## config.mk

```make
export PLATFORM = sky130hd
export DESIGN_NAME = fp_result_drain
export DESIGN_NICKNAME = d
export VERILOG_FILES = /design/src/rtl/fp_result_drain.sv
export SDC_FILE = /design/constraint.sdc
export NUM_CORES = 1
export LEC_CHECK = 0
export ABC_AREA = 0
export BUFFER_PORTS_ARGS = -buffer_cell sky130_fd_sc_hd__buf_4
export CORE_ASPECT_RATIO = 0.9
export CORE_MARGIN = 2
export CORE_UTILIZATION = 45
export DETAILED_ROUTE_END_ITERATION = 7
export GPL_TIMING_DRIVEN = 0
export SETUP_SLACK_MARGIN = 0.2
export SYNTH_ARGS = -nofsm -noshare
export SYNTH_HDL_FRONTEND = slang
export SYNTH_SLANG_ARGS = --single-unit
export TNS_END_PERCENT = 30
```

## constraint.sdc

```tcl
create_clock -name clk -period 3.8 [get_ports clk]
set_clock_uncertainty 0.05 [all_clocks]
set_input_delay 0 -clock clk [delete_from_list [all_inputs] [get_ports clk]]
set_output_delay 0 -clock clk [all_outputs]
set_load 0.005 [all_outputs]
```

## src/rtl/fp_result_drain.sv

```systemverilog
// fp_result_drain
// Buffers 16-bit FP16 results from the final add stage in a small circular
// FIFO and streams each entry out as two bytes, low byte first, over a
// valid/ready interface. Results arriving while the buffer is full are
// dropped and counted in a saturating counter.
module fp_result_drain #(
    parameter int DEPTH = 4
) (
    input  logic        clk,
    input  logic        rst,
    input  logic [15:0] s_in,
    input  logic        s_save,
    input  logic        out_ready,
    input  logic        clr_drop,
    output logic [7:0]  out_byte,
    output logic        out_valid,
    output logic        full,
    output logic        empty,
    output logic [3:0]  level,
    output logic [7:0]  drop_cnt
);

    localparam int AW = (DEPTH > 1) ? $clog2(DEPTH) : 1;

    logic [15:0]   r_mem [DEPTH];
    logic [AW-1:0] r_wp;
    logic [AW-1:0] r_rp;
    logic [3:0]    r_level;
    logic          r_hi;
    logic [7:0]    r_dropCnt;

    logic          w_full;
    logic          w_empty;
    logic          w_byteXfer;
    logic          w_entryDone;
    logic          w_push;
    logic          w_drop;
    logic [15:0]   w_head;

    // Status flags, handshake qualifiers and push/drop decisions.
    // A push into a full FIFO is still accepted when the same edge retires
    // the head entry, since that frees the slot being written.
    always_comb begin
        w_full      = (r_level == 4'(DEPTH));
        w_empty     = (r_level == 4'd0);
        w_byteXfer  = !w_empty && out_ready;
        w_entryDone = w_byteXfer && r_hi;
        w_push      = s_save && (!w_full || w_entryDone);
        w_drop      = s_save && w_full && !w_entryDone;
        w_head      = r_mem[r_rp];
    end

    // Entry storage; contents need no reset because level gates visibility.
    always_ff @(posedge clk) begin
        if (w_push) begin
            r_mem[r_wp] <= s_in;
        end
    end

    // Pointers, occupancy and byte phase.
    always_ff @(posedge clk or posedge rst) begin
        if (rst) begin
            r_wp    <= '0;
            r_rp    <= '0;
            r_level <= 4'd0;
            r_hi    <= 1'b0;
        end else begin
            if (w_push) begin
                r_wp <= r_wp + 1'b1;
            end
            if (w_byteXfer) begin
                r_hi <= !r_hi;
            end
            if (w_entryDone) begin
                r_rp <= r_rp + 1'b1;
            end
            r_level <= r_level + {3'b000, w_push} - {3'b000, w_entryDone};
        end
    end

    // Saturating drop counter; a clear wins over a same-cycle drop.
    always_ff @(posedge clk or posedge rst) begin
        if (rst) begin
            r_dropCnt <= 8'h00;
        end else if (clr_drop) begin
            r_dropCnt <= 8'h00;
        end else if (w_drop && (r_dropCnt != 8'hFF)) begin
            r_dropCnt <= r_dropCnt + 8'h01;
        end
    end

    // Output byte selected purely from registered head entry and phase.
    always_comb begin
        out_valid = !w_empty;
        out_byte  = 8'h00;
        if (!w_empty) begin
            out_byte = r_hi ? w_head[15:8] : w_head[7:0];
        end
        full     = w_full;
        empty    = w_empty;
        level    = r_level;
        drop_cnt = r_dropCnt;
    end

endmodule
```

==> impl_metrics.py, run 1 <==
metrics = {
    "floorplan": {
        "ios": 44,
        "core_mm2": 0.00747,
        "dieArea_mm2": 0.00838,
        "die_x_um": 96.3,
        "dieHeight_um": 87.0,
        "initial_core_util_pct": 46.1,
        "core.rowCount": 30,
    },
    "logic_synthesis": {
        "synth_top_cell_by_area": "edfxtp_1",
        "synth-async-reset-ratio_pct": 21.0,
        "synth_area_per_cell_um2": 16.9,
        "synthTopCellsByArea": "edfxtp_1 (56%), dfrtp_1 (12%), mux4_2 (10%)",
        "synthCells": 204,
        "synth_top_area_share_pct": 55.8,
        "yosysMostFrequentCell": "edfxtp_1",
        "synth_area_mm2": 0.00345,
        "syn_nets": 236,
        "ys_seq_elements": 81,
        "synth.yosys.seq_area_share_pct": 68.1,
        "synth_edf_count": 64,
        "yosysWarnings": 0,
        "synth.distinct_cells": 38,
        "synth_commonest_cells": "edfxtp_1 (64), dfrtp_1 (17), mux4_2 (16)",
        "synth_flop_cell": "edfxtp_1",
    },
    "timing": {
        "timing.fmax_ghz": 0.447,
        "fin_setup_tns_ps": 0,
        "rsz0062_at_grt": "no",
        "relSlewSlack_pct": 42.2,
        "min_period_ps": 2230,
        "whs_ps": 67.3,
        "drv_slew": 0,
        "finalWorstSetupSlack_ps": 1570,
        "tightest_slew_ps": 867,
        "post-route-period-util_pct": 58.8,
        "hold_viol_final": 0,
        "setup_viol": 0,
    },
    "setup_path": {
        "cp_max_fo": 5,
        "critPathLaunchType": "flip-flop",
        "critical_path_arrival_ps": 2460,
        "crit_family": "simple AND/OR/NAND/NOR gates",
        "max_stage_delay_ps": 380,
        "cp_data_required_time_ps": 4020,
        "critPathKind": "reg -> reg",
        "crit_chain": "inv_1 > ha_1 > nand2_1 > nand3_1 > or2_2 > ha_1 > a21o_1 > a21oi_1 > xor2_1",
        "crit_path_top_delay_cell": "dfrtp_1",
        "path_buf_inv": 1,
        "crit_path_end_kind": "flip-flop",
        "critical_path.most_common_cell": "ha_1",
    },
    "clock_tree": {
        "cts_tree": "built",
        "clk_path_buf_depth": 2,
        "clock_latency_ps": 340,
        "ctsRootBufferMaster": "clkbuf_8",
        "clock-sinks": 81,
        "cts_buffers": 9,
        "cts.clk_slew.worst_paths_ps": 80,
        "htree_levels": 3,
    },
    "placed_design": {
        "post-place-ws_ps": 1570,
        "placed_cells_incl_taps": 341,
        "gp_congestion": 0.767,
        "port_buffers": 41,
        "placed_area_mm2": 0.00387,
        "dp_hpwl_mm": 4.03,
    },
    "final_layout": {
        "antenna_cells": 0,
        "drive_above_1_share_pct": 29.7,
        "syn2layout_area_growth_pct": 24.2,
        "nets": 307,
        "final_area_mm2": 0.00428,
        "nFillCells": 603,
        "layout.cells.non_filler": 375,
    },
    "status": {
        "outcome": "finished clean",
    },
    "routing": {
        "ant_nets": 0,
        "vias_per_cell": 5.23,
        "num_vias": 1961,
        "dr.pass1.iters": 4,
        "wl_per_cell_um": 16.9,
        "drcViolationCount": 0,
        "drt-total-wl_mm": 6.35,
        "drt_iter0_drc": 98,
    },
    "pwr": {
        "p_leak_nw": 1.64,
        "ir_drop_uv": 268,
        "powerDensity_mw_per_mm2": 688,
    },
    "global_route": {
        "antenna_found_initial": 0,
        "grt_pass1_wl_mm": 9.92,
        "grt_pass1_vias": 1942,
        "grt_max_degree": 18,
        "grtUsageTotal_pct": 16.7,
        "overflow": 0,
    },
    "hold_path": {
        "hp-class": "in -> reg",
    },
    "flow_run": {
        "max_cap_violations": 0,
    },
}
cell families after synthesis:
| kind of cell | share of synthesized area, % |
|---|---|
| buf+inv | 2.54 |
| simple gates | 6.93 |
| fa+ha+maj | 4.21 |
| flops | 68.1 |
| mux | 13.7 |
| compound gates | 2.98 |
| xor+xnor | 1.52 |
through the flow:
stage / util [%] / power (mW)
after floorplan: - / 1.91
after global placement: 51.9 / 2.28
after detailed placement: 51.9 / 2.29
after CTS: 57.3 / 2.99
after global routing: 57.3 / 3.14
final: 57.3 / 2.95
area by class of cell:
class / count / area, µm² / area share (%)
multi-input combinational: 104 / 1010 / 23.6
buffer: 9 / 50.0 / 1.17
clock inverter: 6 / 92.6 / 2.16
tap: 96 / 120 / 2.81
inverter: 10 / 37.5 / 0.877
timing repair buffer: 60 / 498 / 11.6
clock buffer: 9 / 124 / 2.89
sequential: 81 / 2350 / 54.8
cells in the final DEF (no fill, tap or decap), drive strengths merged, types with 2 or more instances in the layout:
master       instances
mux2i                9
dlygate4sd3         19
mux4                16
or3                  4
a21oi                7
and4                 2
clkbuf              11
o31ai                5
buf                 48
and3                 5
dfrtp               17
nand3                3
or4                  2
inv                 10
clkinvlp             2
xnor2                5
clkinv               2
mux2                 2
nand2                7
nand4                2
edfxtp              64
ha                  10
and2                 3
bufinv               2
nor2                11
path summary, 6_finish.rpt:
path	start	to	slack, ps	depth (start not counted)
worst min-delay path	s_save	r_wp[0]	70	3
min in group asynchronous	rst	drop_cnt[5]	280	3
worst max-delay path	level[2]	level[3]	1570	9
worst min register to register	level[0]	level[0]	520	1
max in group asynchronous	rst	drop_cnt[7]	2960	3
worst max register to register	level[2]	level[3]	1570	9
tightest hold or removal path, stage by stage:
cell and delay, ps:
clkbuf_2 160, and2_1 190, xnor2_1 70
what timing repair did:
action | CTS | global route
hold buffers | 19 | 0
hold endpoints to repair | 85 | 0
buffers inserted | 0 | 0
resized for setup | 0 | 0
per-layer routing:
metal,track usage [%],share of wire [%],up-vias
li1,-,-,928
met4,6.23,1.5,0
met2,26.4,49,30
met5,0,0,-
met1,22.7,45,992
met3,3.90,3.9,11
sequential cells by signal, indices dropped and copies added, names as in the netlist:
name / flops
drop_cnt: 8
r_mem: 64
r_hi: 1
r_rp: 2
r_wp: 2
level: 4
report_power, final:
part / internal (mW) / switching (mW) / total (mW)
registers: 1.17 / 0.0650 / 1.23
clock network: 0.370 / 0.312 / 0.682
logic: 0.527 / 0.504 / 1.03
Power figures use the tool's default switching activity.
==> run 2: changes to the inputs <==
==> constraint.sdc (replaced) <==
create_clock -name clk -period 2.32 [get_ports clk]
set_clock_uncertainty 0.05 [all_clocks]
set_input_delay 0 -clock clk [delete_from_list [all_inputs] [get_ports clk]]
set_output_delay 0 -clock clk [all_outputs]
set_load 0.005 [all_outputs]
==> run 2 against run 1 <==
Compared with the run above:
- worst setup slack worse by 1400 ps
- via count is 0.20% lower
- worst hold slack worse by 1.8 ps
- global-route usage hardly changed
- register-to-register slack worse by 1400 ps
- count of clock-buffer cells in the layout stayed put
- cell count stayed put
- highest routed layer unchanged
- sequential power is 64% higher
==> impl_metrics.py, run 2 (same netlist as run 1, synthesis figures left out) <==
metrics = {
    "pwr": {
        "p_leak_nw": 1.65,
        "ir_drop_uv": 441,
        "powerDensity_mw_per_mm2": 1130,
    },
    "global_route": {
        "grt_pass1_wl_mm": 9.93,
        "grt_max_degree": 18,
        "antenna_found_initial": 0,
        "grtUsageTotal_pct": 16.7,
        "grt_pass1_vias": 1943,
        "overflow": 0,
    },
    "clock_tree": {
        "cts_buffers": 9,
        "htree_levels": 3,
        "ctsRootBufferMaster": "clkbuf_8",
        "clock-sinks": 81,
        "clock_latency_ps": 340,
        "cts.clk_slew.worst_paths_ps": 80,
        "clk_path_buf_depth": 2,
        "postCtsSetupBuffers": 0,
        "cts_tree": "built",
    },
    "routing": {
        "num_vias": 1957,
        "vias_per_cell": 5.22,
        "ant_nets": 0,
        "drt-total-wl_mm": 6.30,
        "drcViolationCount": 0,
        "drt_iter0_drc": 75,
        "dr.pass1.iters": 4,
        "wl_per_cell_um": 16.8,
    },
    "timing": {
        "min_period_ps": 2130,
        "post-route-period-util_pct": 91.8,
        "finalWorstSetupSlack_ps": 191,
        "whs_ps": 65.5,
        "tightest_slew_ps": 828,
        "hold_viol_final": 0,
        "fin_setup_tns_ps": 0,
        "setup_viol": 0,
        "timing.fmax_ghz": 0.470,
        "drv_slew": 0,
        "relSlewSlack_pct": 44.8,
        "rsz0062_at_grt": "yes",
    },
    "flow_run": {
        "max_cap_violations": 0,
    },
    "setup_path": {
        "r2r.worst_path.cells": 5,
        "crit_path_end_kind": "flip-flop",
        "reg2reg_to": "r_mem[3][6]",
        "critPathKind": "reg -> reg",
        "r2r_slack_ps": 190,
        "critical_path_arrival_ps": 2050,
        "cp_max_fo": 16,
        "critPathLaunchType": "flip-flop",
        "cp_data_required_time_ps": 2240,
        "rr_startpoint": "level[2]",
    },
    "final_layout": {
        "layout.cells.non_filler": 375,
        "layout_common_cells": "edfxtp_1 (64), buf_4 (42), dlygate4sd3_1 (19)",
        "max_flop_register": "r_mem",
        "antenna_cells": 0,
        "nets": 307,
        "largest_register_ffs": 64,
        "drive_above_1_share_pct": 33.0,
        "syn2layout_area_growth_pct": 25.0,
        "nFillCells": 598,
        "final_common_cell": "edfxtp_1",
    },
    "status": {
        "outcome": "finished clean",
    },
    "hold_path": {
        "hold_end": "r_wp[0]",
        "holdCritStartpoint": "s_save",
        "hp-class": "in -> reg",
        "min_path_cells": 3,
    },
    "placed_design": {
        "post-place-ws_ps": 85.9,
        "dp_hpwl_mm": 4.03,
        "placed_cells_incl_taps": 341,
        "port_buffers": 41,
        "gp_congestion": 0.767,
    },
    "floorplan": {
        "die_x_um": 96.3,
        "core.rowCount": 30,
        "ios": 44,
        "dieHeight_um": 87.0,
        "dieArea_mm2": 0.00838,
        "core_mm2": 0.00747,
        "initial_core_util_pct": 46.1,
    },
}
==> run 2: cell types whose count changed in the layout (fill, tap and decap cells not counted), moves of 2 or more <==
cell | previous run | this run
and3_1 | 5 | 2
and3_2 | 0 | 3
nand3_2 | 0 | 2
nand3_1 | 3 | 1
==> run 2: how the worst max path moves through the flow <==
stage / depth (start not counted) / slack (ps) / startpoint / to
6_report: 5 / 190 / level[2] / r_mem[3][6]
5_1_grt: 5 / 60 / level[2] / r_mem[3][4]
4_1_cts: 5 / 120 / level[2] / r_mem[2][0]
3_5_place_dp: 9 / 90 / level[2] / level[3]
3_3_place_gp: 9 / 80 / level[2] / level[3]
2_1_floorplan: 9 / 270 / level[2] / level[3]
==> run 2: metrics by stage <==
stage / util (%) / instance area (µm²) / power [mW]
finish: 57.7 / 4310 / 4.87
global route: 57.7 / 4310 / 5.18
CTS: 57.6 / 4300 / 4.93
detailed placement: 51.9 / 3870 / 3.75
global placement: 51.9 / 3870 / 3.73
floorplan: - / 3450 / 3.12
==> run 2: power breakdown <==
group	total [mW]	internal (mW)	leakage, nW	switching (mW)
clock network	1.12	0.606	0.102	0.516
logic	1.72	0.888	0.745	0.834
registers	2.02	1.91	0.803	0.110
==> run 2: area by class of cell <==
cell class | instances | area (µm²) | share of cell area (%)
Timing Repair Buffer | 60 | 498 | 11.6
Clock buffer | 9 | 124 | 2.87
Tap cell | 96 | 120 | 2.79
Buffer | 9 | 57.6 | 1.34
Clock inverter | 6 | 92.6 | 2.15
Multi-Input combinational cell | 104 | 1030 | 23.9
Sequential cell | 81 | 2350 | 54.5
Inverter | 10 | 37.5 | 0.871
==> run 2: routing by layer <==
layer	up-vias	wire length [µm]	global-route usage, %
met4	0	98	6.23
li1	927	-	-
met3	11	241	3.90
met1	989	2850	22.7
met5	-	0	0
met2	30	3110	26.5
==> run 2: critical path, cell delays in order (launching register included) <==
cell	delay (ps)
dfrtp_1	380
inv_1	70
ha_1	220
nand3b_1	190
nand3_2	130
and3_1	710
==> run 2: repair_timing <==
item | CTS | global route
endpoints found under the setup margin | 75 | 58
hold buffers | 19 | 0
gates cloned | 0 | 0
gates resized for setup | 8 | 3
endpoints found under the hold margin | 86 | 0
==> run 3: changes to the inputs <==
--- a/config.mk
+++ b/config.mk
@@ -5,7 +5,7 @@
 export SDC_FILE = /design/constraint.sdc
 export NUM_CORES = 1
 export LEC_CHECK = 0
-export ABC_AREA = 0
+export ABC_AREA = 1
 export BUFFER_PORTS_ARGS = -buffer_cell sky130_fd_sc_hd__buf_4
 export CORE_ASPECT_RATIO = 0.9
 export CORE_MARGIN = 2
==> run 3 against run 2 <==
Compared with the run above:
- worst setup slack better by 130 ps
- flip-flop and latch count is the same
- highest routed layer unchanged
- global-route usage increased by 2.4 points
- maximum frequency increased by 6.4%
- combinational power up 31%
- total power increased by 6.4%
- largest power group is now combinational logic
- critical endpoint is now r_mem[1][8]
- critical path type unchanged
- design area grew 7.4%
- wire length is 25% higher
- synthesized cell count increased by 72%
==> impl_metrics.py, run 3 <==
metrics = {
    "status": {
        "outcome": "finished clean",
    },
    "clock_tree": {
        "cts_buffers": 9,
        "ctsRootBufferMaster": "clkbuf_8",
        "clock_latency_ps": 350,
        "htree_levels": 3,
        "clock-sinks": 81,
        "cts.clk_slew.worst_paths_ps": 80,
        "clk_path_buf_depth": 2,
        "cts_tree": "built",
    },
    "floorplan": {
        "dieArea_mm2": 0.00880,
        "dieHeight_um": 89.2,
        "core_mm2": 0.00795,
        "die_x_um": 98.7,
        "core.rowCount": 31,
        "initial_core_util_pct": 45.7,
        "ios": 44,
    },
    "final_layout": {
        "syn2layout_area_growth_pct": 27.5,
        "drive_above_1_share_pct": 21.4,
        "antenna_cells": 0,
        "final_common_cell": "nor2_1",
        "layout.cells.non_filler": 539,
        "fin_util_pct": 58.2,
        "layout_common_cells": "nor2_1 (88), edfxtp_1 (64), buf_4 (51)",
        "largest_register_ffs": 64,
        "max_flop_register": "r_mem",
        "nets": 467,
    },
    "setup_path": {
        "cp_max_fo": 9,
        "critPathKind": "reg -> reg",
        "crit_path_end_kind": "flip-flop",
        "critical_path_arrival_ps": 2010,
        "cp_data_required_time_ps": 2330,
        "critPathLaunchType": "flip-flop",
    },
    "global_route": {
        "antenna_found_initial": 0,
        "grtUsageTotal_pct": 19.2,
        "grt_pass1_wl_mm": 12.8,
        "grt_pass1_vias": 2532,
        "overflow": 0,
        "grt_max_degree": 18,
    },
    "logic_synthesis": {
        "synth_commonest_cells": "nor2_1 (93), edfxtp_1 (64), nand2_1 (49)",
        "synth-async-reset-ratio_pct": 21.0,
        "synth.yosys.seq_area_share_pct": 64.6,
        "yosysMostFrequentCell": "nor2_1",
        "synthCells": 350,
        "synth_area_per_cell_um2": 10.4,
        "syn_nets": 382,
        "synth_top_cell_by_area": "edfxtp_1",
        "synthTopCellsByArea": "edfxtp_1 (53%), dfrtp_1 (12%), nor2_1 (9.6%)",
        "synth_flop_cell": "edfxtp_1",
        "synth.distinct_cells": 26,
        "synth_area_mm2": 0.00363,
        "yosysWarnings": 0,
        "synth_top_area_share_pct": 52.9,
        "ys_seq_elements": 81,
        "synth_edf_count": 64,
    },
    "timing": {
        "min_period_ps": 2000,
        "setup_viol": 0,
        "relSlewSlack_pct": 55.6,
        "fin_setup_tns_ps": 0,
        "tightest_slew_ps": 666,
        "post-route-period-util_pct": 86.3,
        "whs_ps": 254,
        "rsz0062_at_grt": "yes",
        "drv_slew": 0,
        "timing.fmax_ghz": 0.500,
        "hold_viol_final": 0,
    },
    "routing": {
        "dr.pass1.iters": 4,
        "wl_per_cell_um": 14.7,
        "vias_per_cell": 5.00,
        "ant_nets": 0,
        "num_vias": 2693,
        "drcViolationCount": 0,
        "drt-total-wl_mm": 7.90,
        "drt_iter0_drc": 119,
    },
    "pwr": {
        "powerDensity_mw_per_mm2": 1120,
        "p_leak_nw": 1.91,
        "ir_drop_uv": 637,
    },
    "placed_design": {
        "port_buffers": 42,
        "gp_congestion": 0.822,
        "dp_hpwl_mm": 5.12,
        "placed_cells_incl_taps": 494,
    },
    "flow_run": {
        "max_cap_violations": 0,
    },
    "hold_path": {
        "hp-class": "in -> async",
    },
}
## run 3: power breakdown
part	internal, mW	switching (mW)
clock network	0.386	0.519
registers	1.89	0.125
logic	0.964	1.29
## run 3: routing by layer
metal	vias up	wire length, µm	GRT usage (%)
li1	1340	-	-
met1	1281	3690	25.3
met2	58	3730	31.6
met3	14	368	5.16
met4	0	112	5.98
met5	-	0	0
## run 3: path summary, 6_finish.rpt
kind	startpoint	end	slack [ps]	cells past startpoint
min in group clk	s_in[10]	r_mem[2][10]	340	2
max in group asynchronous	rst	level[1]	1500	3
worst min register to register	r_wp[1]	r_wp[1]	500	2
worst max-delay path	level[2]	r_mem[1][8]	320	8
worst min-delay path	rst	drop_cnt[0]	250	3
worst max register to register	level[2]	r_mem[1][8]	320	8
## run 3: final cells by class
type / count / area (µm²)
Multi-Input combinational cell: 232 / 1180
Sequential cell: 81 / 2350
Buffer: 13 / 67.6
Timing Repair Buffer: 74 / 653
Clock buffer: 9 / 124
Clock inverter: 7 / 46.3
Fill cell: 677 / 3320
Inverter: 24 / 90.1
Tap cell: 99 / 124
## run 3: worst max-delay path: stages, from the launching register on
cell and delay (ps):
dfrtp_1 390, buf_4 140, ha_1 180, nand2_1 110, inv_1 70, nand2_1 110
nand2_2 170, nor2_4 300, buf_8 190
## run 3: repair_timing
| item | in CTS | in global routing |
|---|---|---|
| endpoints found under the setup margin | 62 | 37 |
| pin swaps | 2 | 3 |
| hold buffers | 20 | 0 |
| hold endpoints to repair | 91 | 0 |
| setup buffers | 3 | 6 |
| resized for setup | 4 | 6 |
## run 3: through the flow
step	instance area, µm²	setup slack, ps	power (mW)
5_1_grt	4630	176	5.58
4_1_cts	4560	92.8	5.14
3_5_place_dp	4130	-176	4.15
3_3_place_gp	4070	-685	4.07
6_report	4630	319	5.18
2_1_floorplan	3630	84.2	3.29
## run 3: cells by family (layout without fill, tap and decap cells)
group / Yosys count / count (layout) / synth area share [%]
simple gates: 171 / 171 / 19.5
fa+ha+maj: 11 / 11 / 4.00
flops: 81 / 81 / 64.6
xor+xnor: 5 / 5 / 1.21
buf+inv: 37 / 127 / 4.34
compound gates: 45 / 45 / 6.34
